--- src/rtl/demux_1_4_buf_pkg.sv ---
// Shared constants for the registered 1-to-4 demultiplexer: channel count,
// select width, channel indices and the select-to-one-hot decode.
package demux_1_4_buf_pkg;

   localparam int unsigned NCH   = 4;
   localparam int unsigned SEL_W = 2;

   localparam logic [SEL_W-1:0] CH0 = 2'd0;
   localparam logic [SEL_W-1:0] CH1 = 2'd1;
   localparam logic [SEL_W-1:0] CH2 = 2'd2;
   localparam logic [SEL_W-1:0] CH3 = 2'd3;

   function automatic logic [NCH-1:0] sel_onehot(input logic [SEL_W-1:0] sel);
      logic [NCH-1:0] oh;
      oh = '0;
      case (sel)
         CH0:     oh = 4'b0001;
         CH1:     oh = 4'b0010;
         CH2:     oh = 4'b0100;
         CH3:     oh = 4'b1000;
         default: oh = '0;
      endcase
      return oh;
   endfunction

endpackage

--- src/rtl/demux_1_4_buf_slot.sv ---
// Single-entry output slot: data register, valid flag and a wrapping count of
// beats delivered to the consumer.
module demux_slot #(
   parameter int unsigned WIDTH = 4,
   parameter int unsigned CNT_W = 8
) (
   input  logic             clk,
   input  logic             rst,
   input  logic             load,
   input  logic [WIDTH-1:0] load_data,
   input  logic             ready,
   output logic [WIDTH-1:0] data,
   output logic             valid,
   output logic [CNT_W-1:0] count
);

   logic [WIDTH-1:0] data_q,  data_d;
   logic             valid_q, valid_d;
   logic [CNT_W-1:0] count_q, count_d;
   logic             del;

   always_comb begin
      data_d  = data_q;
      valid_d = valid_q;
      count_d = count_q;
      del     = valid_q & ready;
      if (del) begin
         valid_d = 1'b0;
         count_d = count_q + 1'b1;
      end
      // A load overrides the drain so the slot refills without a bubble.
      if (load) begin
         data_d  = load_data;
         valid_d = 1'b1;
      end
   end

   always_ff @(posedge clk or posedge rst) begin
      if (rst) begin
         data_q  <= '0;
         valid_q <= 1'b0;
         count_q <= '0;
      end else begin
         data_q  <= data_d;
         valid_q <= valid_d;
         count_q <= count_d;
      end
   end

   assign data  = data_q;
   assign valid = valid_q;
   assign count = count_q;

endmodule

--- src/rtl/demux_1_4_buf.sv ---
// Registered 1-to-4 demultiplexer with valid/ready on the input and each output;
// readiness depends only on the addressed slot so one stalled consumer never blocks others.
module demux_1_4_buf
   import demux_1_4_buf_pkg::*;
#(
   parameter int unsigned WIDTH = 4,
   parameter int unsigned CNT_W = 8
) (
   input  logic                 clk,
   input  logic                 rst,
   input  logic [WIDTH-1:0]     in_data,
   input  logic [1:0]           in_sel,
   input  logic                 in_valid,
   output logic                 in_ready,
   output logic [4*WIDTH-1:0]   y_data,
   output logic [3:0]           y_valid,
   input  logic [3:0]           y_ready,
   output logic [4*CNT_W-1:0]   xfer_cnt
);

   logic           acc;
   logic [NCH-1:0] load;

   always_comb begin
      in_ready = ~y_valid[in_sel] | y_ready[in_sel];
      acc      = in_valid & in_ready;
      load     = acc ? sel_onehot(in_sel) : '0;
   end

   for (genvar k = 0; k < NCH; k++) begin : g_slot
      demux_slot #(
         .WIDTH (WIDTH),
         .CNT_W (CNT_W)
      ) u_slot (
         .clk       (clk),
         .rst       (rst),
         .load      (load[k]),
         .load_data (in_data),
         .ready     (y_ready[k]),
         .data      (y_data[k*WIDTH +: WIDTH]),
         .valid     (y_valid[k]),
         .count     (xfer_cnt[k*CNT_W +: CNT_W])
      );
   end

endmodule

--- config.mk ---
export PLATFORM = sky130hd
export DESIGN_NAME = demux_1_4_buf
export DESIGN_NICKNAME = d
export VERILOG_FILES = /design/src/rtl/demux_1_4_buf_pkg.sv /design/src/rtl/demux_1_4_buf_slot.sv /design/src/rtl/demux_1_4_buf.sv
export SDC_FILE = /design/constraint.sdc
export NUM_CORES = 1
export LEC_CHECK = 0
export BUFFER_PORTS_ARGS = -buffer_cell sky130_fd_sc_hd__buf_2
export CAP_MARGIN = 0
export CORE_ASPECT_RATIO = 1.5
export CORE_MARGIN = 4
export CORE_UTILIZATION = 55
export DETAILED_ROUTE_END_ITERATION = 8
export GPL_TIMING_DRIVEN = 0
export PLACE_DENSITY = 0.93
export SYNTH_ARGS = -nofsm -noshare
export SYNTH_HDL_FRONTEND = slang
export SYNTH_SLANG_ARGS = --single-unit
--- constraint.sdc ---
create_clock -name clk -period 4.63 [get_ports clk]
set_input_delay 1.389 -clock clk [delete_from_list [all_inputs] [get_ports clk]]
set_output_delay 1.389 -clock clk [all_outputs]
set_load 0.1 [all_outputs]
======== Word level (Yosys, flattened, before mapping) ========
Cells that the tools add are included.
Widths: inputs -> output; s select.
storage, ports and cells
  bits in registers ....................... 52
  input port bits ......................... 13
cells by class
  add/sub/neg operators ................... 4
  order comparisons ....................... 1
  equality and inequality tests ........... 3
  mux-type cells .......................... 14
  bitwise gates (word level) .............. 7
  reduce and logical (&&, ||, !) cells .... 5
operators with widths
  cell                 count
  $add 8x1->8 const B  4
  $pmux 4 s4           1
  $mux 1               10
  $reduce_bool 2->1    4
  $and 1x1->1          5
  $bmux 1 s2           2
  $eq 2x2->1 const B   2
  $mux 4               1
  $lt 2x3->1 const B   1
  $eq 2x1->1 const B   1
  $logic_not 2->1      1
  $not 1->1            1
  $or 1x1->1           1

======== Longest topological paths before layout ========
Gate-level depths: netlist of the first run.
  depth after elaboration ................. 7
  mapped depth ............................ 4

======== By module ========
From an unflattened synthesis of the first run, not the netlist that was laid out.
second synthesis, totals
  cells, all modules ...................... 169
  area total of the unflattened synthesis .. 2278.4 µm²
by module, submodules not included
  module         instances  cells an instance  area each (µm²)
  demux_slot     4          40                 544.3
  demux_1_4_buf  1          9                  101.3

======== Worst setup path before layout of the first run ========
OpenSTA, ideal clock, no wires.
  path kind ............................... input -> output
  start point ............................. input y_ready[3]
  end point ............................... output in_ready
  data arrival time ....................... 2.282 ns
  data required time ...................... 3.241 ns
  setup slack ............................. 0.959 ns
  stages .................................. 2
  path buffers ............................ 0
  path through ............................ nand2b_1 -> mux4_2
on the way
  word-level cells in the longest chain between the ends .. 3
RTL lines
  what                          line                 RTL
  start, declared               demux_1_4_buf.sv:17  input logic [3:0] y_ready,
  $bmux 1 s2                    demux_1_4_buf.sv:25  in_ready = ~y_valid[in_sel] | y_ready[in_sel];
  $mux 1 (not written as such)  demux_1_4_buf.sv:25
  $or 1x1->1                    demux_1_4_buf.sv:25
  end, declared                 demux_1_4_buf.sv:14  output logic in_ready,
No other way between the ends. The select of a mux whose other input is x is not followed.

======== Worst setup path in the final report of the first run ========
Ends and elaborated chain as after synthesis.

==> results of run 1 <==
[sequential cells by signal, indices dropped and copies added (netlist names)]
signal,flops
g_slot.u_slot.data,16
g_slot.u_slot.valid,4
g_slot.u_slot.count,32
[cells in the mapped netlist, drive strengths merged]
cell	count	area share, %
nand2b	4	1.1
nand3b	1	0.33
nor3	5	1.1
buf	5	1.8
xor2	12	4.7
nand2	18	3.1
nor3b	1	0.84
nand4	6	1.7
nor2b	2	1.0
mux2	20	11
nand3	7	1.6
xnor2	16	6.2
mux4	1	1.0
o21ai	1	0.22
and2	1	0.28
and3	7	2.2
inv	2	0.33
nor2	4	0.67
and4	2	0.78
ha	4	2.2
dfrtp	52	58
[stage by stage]
step / hold WS (ns) / utilization (%) / setup slack [ns]
6_report: 0.463 / 69.6 / 0.765
3_3_place_gp: 0.452 / 66.3 / 0.774
3_5_place_dp: 0.453 / 66.8 / 0.760
4_1_cts: 0.469 / 69.6 / 0.759
2_1_floorplan: 0.516 / - / 0.959
5_1_grt: 0.492 / 69.6 / 0.716
[cell type report]
| cell class | instances | share of cell area, % |
|---|---|---|
| Sequential cell | 52 | 47.2 |
| Multi-Input combinational cell | 112 | 32.4 |
| Timing Repair Buffer | 66 | 12.5 |
| Clock buffer | 5 | 2.50 |
| Tap cell | 45 | 2.04 |
| Clock inverter | 3 | 1.54 |
| Buffer | 5 | 1.50 |
| Inverter | 2 | 0.272 |
[routing by layer]
metal	track usage, %	wire length (µm)	vias to the layer above
met3	5.22	298	5
met2	29.2	2130	48
met4	5.44	51	0
met5	0	0	-
li1	-	-	729
met1	22.8	1760	728
[path summary, 6_finish.rpt]
path / startpoint / endpoint / slack (ns) / cells past startpoint
setup / recovery: y_ready[3] / in_ready / 0.76 / 4
hold / removal: g_slot[0].u_slot.count[7] / g_slot[0].u_slot.count[7] / 0.46 / 1
setup reg to reg: g_slot[1].u_slot.valid / g_slot[1].u_slot.data[0] / 3.24 / 3
hold reg to reg: g_slot[0].u_slot.count[7] / g_slot[0].u_slot.count[7] / 0.46 / 1
max in group asynchronous: rst / g_slot[2].u_slot.valid / 3.08 / 3
min in group asynchronous: rst / g_slot[0].u_slot.count[2] / 1.05 / 2
[cells by family after synthesis]
logic type	count (synthesis)	share of synthesized area, %
xor gates and xnor gates	28	10.9
adders and majority gates	4	2.23
and+or+nand+nor	58	14.7
DFF	52	58.0
buffers and inverters	7	2.18
AOI/OAI and AO/OA	1	0.223
muxes	21	11.7
==> metrics.md, run 1 <==
| Metric | Value |
|---|---|
| Final-report hold violation count | 0 |
| Global placer's final weighted congestion | 0.786 |
| Initial drt markers | 61 |
| Number of gates resized after cts | 0 |
| Port buffer count | 65 |
| Most common cell after layout, fill and taps aside | buf_2 |
| CP Cell Sequence | buf_2 -> nand2b_1 -> mux4_2 -> buf_2 |
| Die height | 86.2 µm |
| Critical Path AT | 2.48 ns |
| Worst-path clk slew | 0.09 ns |
| Mapped Nets | 188 |
| Layout Nets | 261 |
| Core ar. | 3960 µm² |
| Area grow syn2layout | 22.9% |
| Syn. warnings | 0 |
| I/O pins | 66 |
| N_diodes | 0 |
| Crit path top cell by count | buf_2 |
| Critical Path End Type | output port |
| Tcrit/Tclk final | 83.5% |
| HP Class | reg2reg |
| Final Non-Filler Cells | 290 |
| Actual slew at the worst max-slew pin | 0.500 ns |
| Vias in the first global route | 1,527 |
| Post-DRT Antenna Nets | 0 |
| Fillers | 322 |
| Placed wire-length estimate | 3240 µm |
| Most frequent cells in the layout | 65 x buf_2, 52 x dfrtp_1, 17 x nand2_1, 16 x xnor2_1, 15 x mux2_2 |
| Cells after Synth | 171 |
| Row cnt | 28 |
| Worst path required time | 3.24 ns |
| RSZ-0062 raised after global routing | no |
| Inst Count DP | 282 |
| Setup Fix Bufs, Post-CTS | 0 |
| Final wirelength | 4240 µm |
| Skew final | 0.00489 ns |
| Via/cell ratio | 5.21 |
| Placed Area | 2640 µm² |
| Cts bufs inserted | 5 |
| Global-route wire length before repair | 7010 µm |
| CTS sink cnt | 52 |
| Root Driver | clkbuf_8 |
| Minimum clock period | 3.87 ns |
| Netlist cell types | 27 |
| Number of H-tree levels | 2 |
| Max-slew headroom | 66.9% |
| Worst stage delay on the critical path | 0.48 ns |
| Avg Cell Area, Syn | 13.1 µm² |
| Die Area | 5180 µm² |
| WL per Instance | 14.6 µm |
| Register area share after synthesis | 58.0% |
| CP max-delay cell | mux4_2 |
| Number of synthesized register bits | 52 |
| Clock Path Buffers | 2 |
| CP startpoint kind | primary input |
| Setup TNS | 0 ns |
| Crit path kind | in2out |
| Delay-heaviest family, CP | multiplexers |
| TritonRoute pass-1 iters | 4 |
| Die width | 60.1 µm |
| CP Buf/Inv Count | 2 |
| Post-route design area | 2760 µm² |
| Clock latency at the later pin of the worst-skew pair | 0.30 ns |
| Fin. max-slew vios | 0 |
| Area of the multi-input gates | 892 µm² |
| Pin count of the biggest net entering global routing | 38 |
| Share of cells above drive strength 1 | 42.9% |
| Initial antenna violation count | 0 |
| DR vias | 1,510 |
| DRC Markers | 0 |
| Hold buffer count at cts | 0 |
| Crit Path Max Fanout | 4 |
| # Max-Cap Violations | 0 |
| Status | finished clean |
| Fmax | 259 MHz |
| Synth Cell Area | 2240 µm² |
| TritonCTS clock tree | yes |
| Overall Global Routing Usage | 17.9% |
| Register area | 1300 µm² |
| Initial Util | 56.6% |
| Endpoints failing setup | 0 |
| Grt ovf | 0 |
Power of run 1 is not shown: default switching activity piles up to over one toggle a cycle in this logic, so the estimate is an artifact.
==> inputs of run 2 (changes only) <==
- CORE_UTILIZATION: 55 -> 51
- PLACE_DENSITY: 0.93 -> 0.88
- clock period: 4.63 -> 3.95 ns (I/O delays scaled with it)
==> run 2 against run 1 <==
Net effect: wire length shrank 0.24%; final area is 0.68% higher; die area up 6.9%; register-to-register slack worse by 0.67 ns; first-iteration DRC count grew 23%; clock-buffer cell count unchanged; via count is 1.5% higher; critical endpoint unchanged; highest routed layer unchanged.
==> metrics.md, run 2 (synthesized netlist as in run 1, its figures left out) <==
| Metric | Value |
|---|---|
| Status | finished clean |
| Endpoints failing setup | 0 (unchanged) |
| Initial drt markers | 75 (+23%) |
| Post-DRT Antenna Nets | 0 (unchanged) |
| CP startpoint kind | primary input |
| Minimum clock period | 3.47 ns |
| Most common cell after layout, fill and taps aside | buf_2 |
| Critical Path End Type | output port |
| Grt ovf | 0 (unchanged) |
| Area of the multi-input gates | 892 µm² (unchanged) |
| I/O pins | 66 (unchanged) |
| Fmax | 288 MHz |
| Tcrit/Tclk final | 87.9% |
| Worst path required time | 2.76 ns (-0.48 ns) |
| Skew final | 0.00295 ns (-0.00194 ns) |
| Global-route wire length before repair | 7180 µm (+2.5%) |
| Pin count of the biggest net entering global routing | 39 (+2.6%) |
| WL per Instance | 14.6 µm (-0.24%) |
| Fillers | 358 (+11%) |
| N_diodes | 0 (unchanged) |
| Most frequent cells in the layout | 65 x buf_2, 52 x dfrtp_1, 17 x nand2_1, 16 x xnor2_1, 15 x mux2_2 |
| Area grow syn2layout | 23.7% |
| Worst setup path startpoint | y_ready[3] |
| Die height | 89.2 µm (+3.5%) |
| Number of gates resized after cts | 0 (unchanged) |
| Worst Min Path Start | g_slot[0].u_slot.count[7] |
| Global placer's final weighted congestion | 0.781 (-0.59%) |
| Overall Global Routing Usage | 16.3% (-1.6 points) |
| Root Driver | clkbuf_8 |
| CTS sink cnt | 52 (unchanged) |
| Vias in the first global route | 1,526 (-0.065%) |
| Layout Nets | 261 (unchanged) |
| Cts bufs inserted | 5 (unchanged) |
| Crit path kind | in2out |
| Worst-path clk slew | 0.09 ns (about the same) |
| Core ar. | 4250 µm² (+7.2%) |
| Clock latency at the later pin of the worst-skew pair | 0.30 ns (about the same) |
| Placed wire-length estimate | 3230 µm (-0.21%) |
| DRC Markers | 0 (unchanged) |
| Actual slew at the worst max-slew pin | 0.501 ns (+0.00104 ns) |
| Final wirelength | 4230 µm (-0.24%) |
| Hold buffer count at cts | 0 (unchanged) |
| Critical Path AT | 2.29 ns (-0.19 ns) |
| DR vias | 1,533 (+1.5%) |
| Clock Path Buffers | 2 (unchanged) |
| R2R Path Start | g_slot[1].u_slot.valid |
| Max-slew headroom | 66.8% (-0.069 points) |
| Fin. max-slew vios | 0 (unchanged) |
| Share of cells above drive strength 1 | 42.6% (-0.23 points) |
| # Max-Cap Violations | 0 (unchanged) |
| Via/cell ratio | 5.29 (+1.5%) |
| Initial Util | 52.8% (-3.8 points) |
| Setup Fix Bufs, Post-CTS | 0 (unchanged) |
| Number of H-tree levels | 2 (unchanged) |
| Row cnt | 29 (+3.6%) |
| Initial antenna violation count | 0 (unchanged) |
| TritonRoute pass-1 iters | 4 (unchanged) |
| Crit Path Max Fanout | 4 (unchanged) |
| Setup TNS | 0 ns (unchanged) |
| Register area | 1300 µm² (unchanged) |
| Die Area | 5540 µm² (+6.9%) |
| Final-report hold violation count | 0 (unchanged) |
| Port buffer count | 65 (unchanged) |
| TritonCTS clock tree | yes |
| RSZ-0062 raised after global routing | no |
| HP Class | reg2reg |
| Die width | 62.1 µm (+3.3%) |
| Max reg flops | 32 (unchanged) |
run 2: layout make-up:
cell class	count	share of cell area [%]
inverters	2	0.271
well taps	46	2.07
clock buffers	5	2.48
plain buffers	5	1.49
repair buffers	66	12.4
clock inverters	2	2.17
flip-flops and latches	52	46.9
multi-input cells	112	32.2
run 2: routing by layer:
layer / global-route usage, % / vias to the layer above / part of all wire [%]
met4: 5.33 / 0 / 0.95
met2: 28.1 / 47 / 52
met1: 19.1 / 755 / 40
met3: 5.53 / 4 / 6.8
li1: - / 727 / -
met5: 0 / - / 0
run 2: worst paths after layout:
| check | to | slack (ns) | depth (start not counted) |
|---|---|---|---|
| max reg2reg | g_slot[1].u_slot.data[2] | 2.57 | 3 |
| max in group asynchronous | g_slot[1].u_slot.data[2] | 2.61 | 3 |
| min reg2reg | g_slot[0].u_slot.count[7] | 0.47 | 1 |
| max | in_ready | 0.48 | 4 |
| min in group asynchronous | g_slot[2].u_slot.count[5] | 0.84 | 2 |
| min | g_slot[0].u_slot.count[7] | 0.47 | 1 |
run 2: stage by stage:
stage	hold WS (ns)	setup WS, ns	util (%)	cells	instance area, µm²
finish	0.466	0.479	65.3	290	2770
global placement	0.452	0.485	61.8	282	2630
CTS	0.469	0.473	65.3	290	2770
floorplan	0.516	0.687	-	171	2240
detailed placement	0.452	0.475	62.3	283	2650
global route	0.491	0.459	65.3	290	2770
run 2: critical path, cell delays in order:
cell and delay (ns):
buf_2 0.11, nand2b_1 0.19, mux4_2 0.48, buf_2 0.31
Power of run 2 is left out for the same reason.
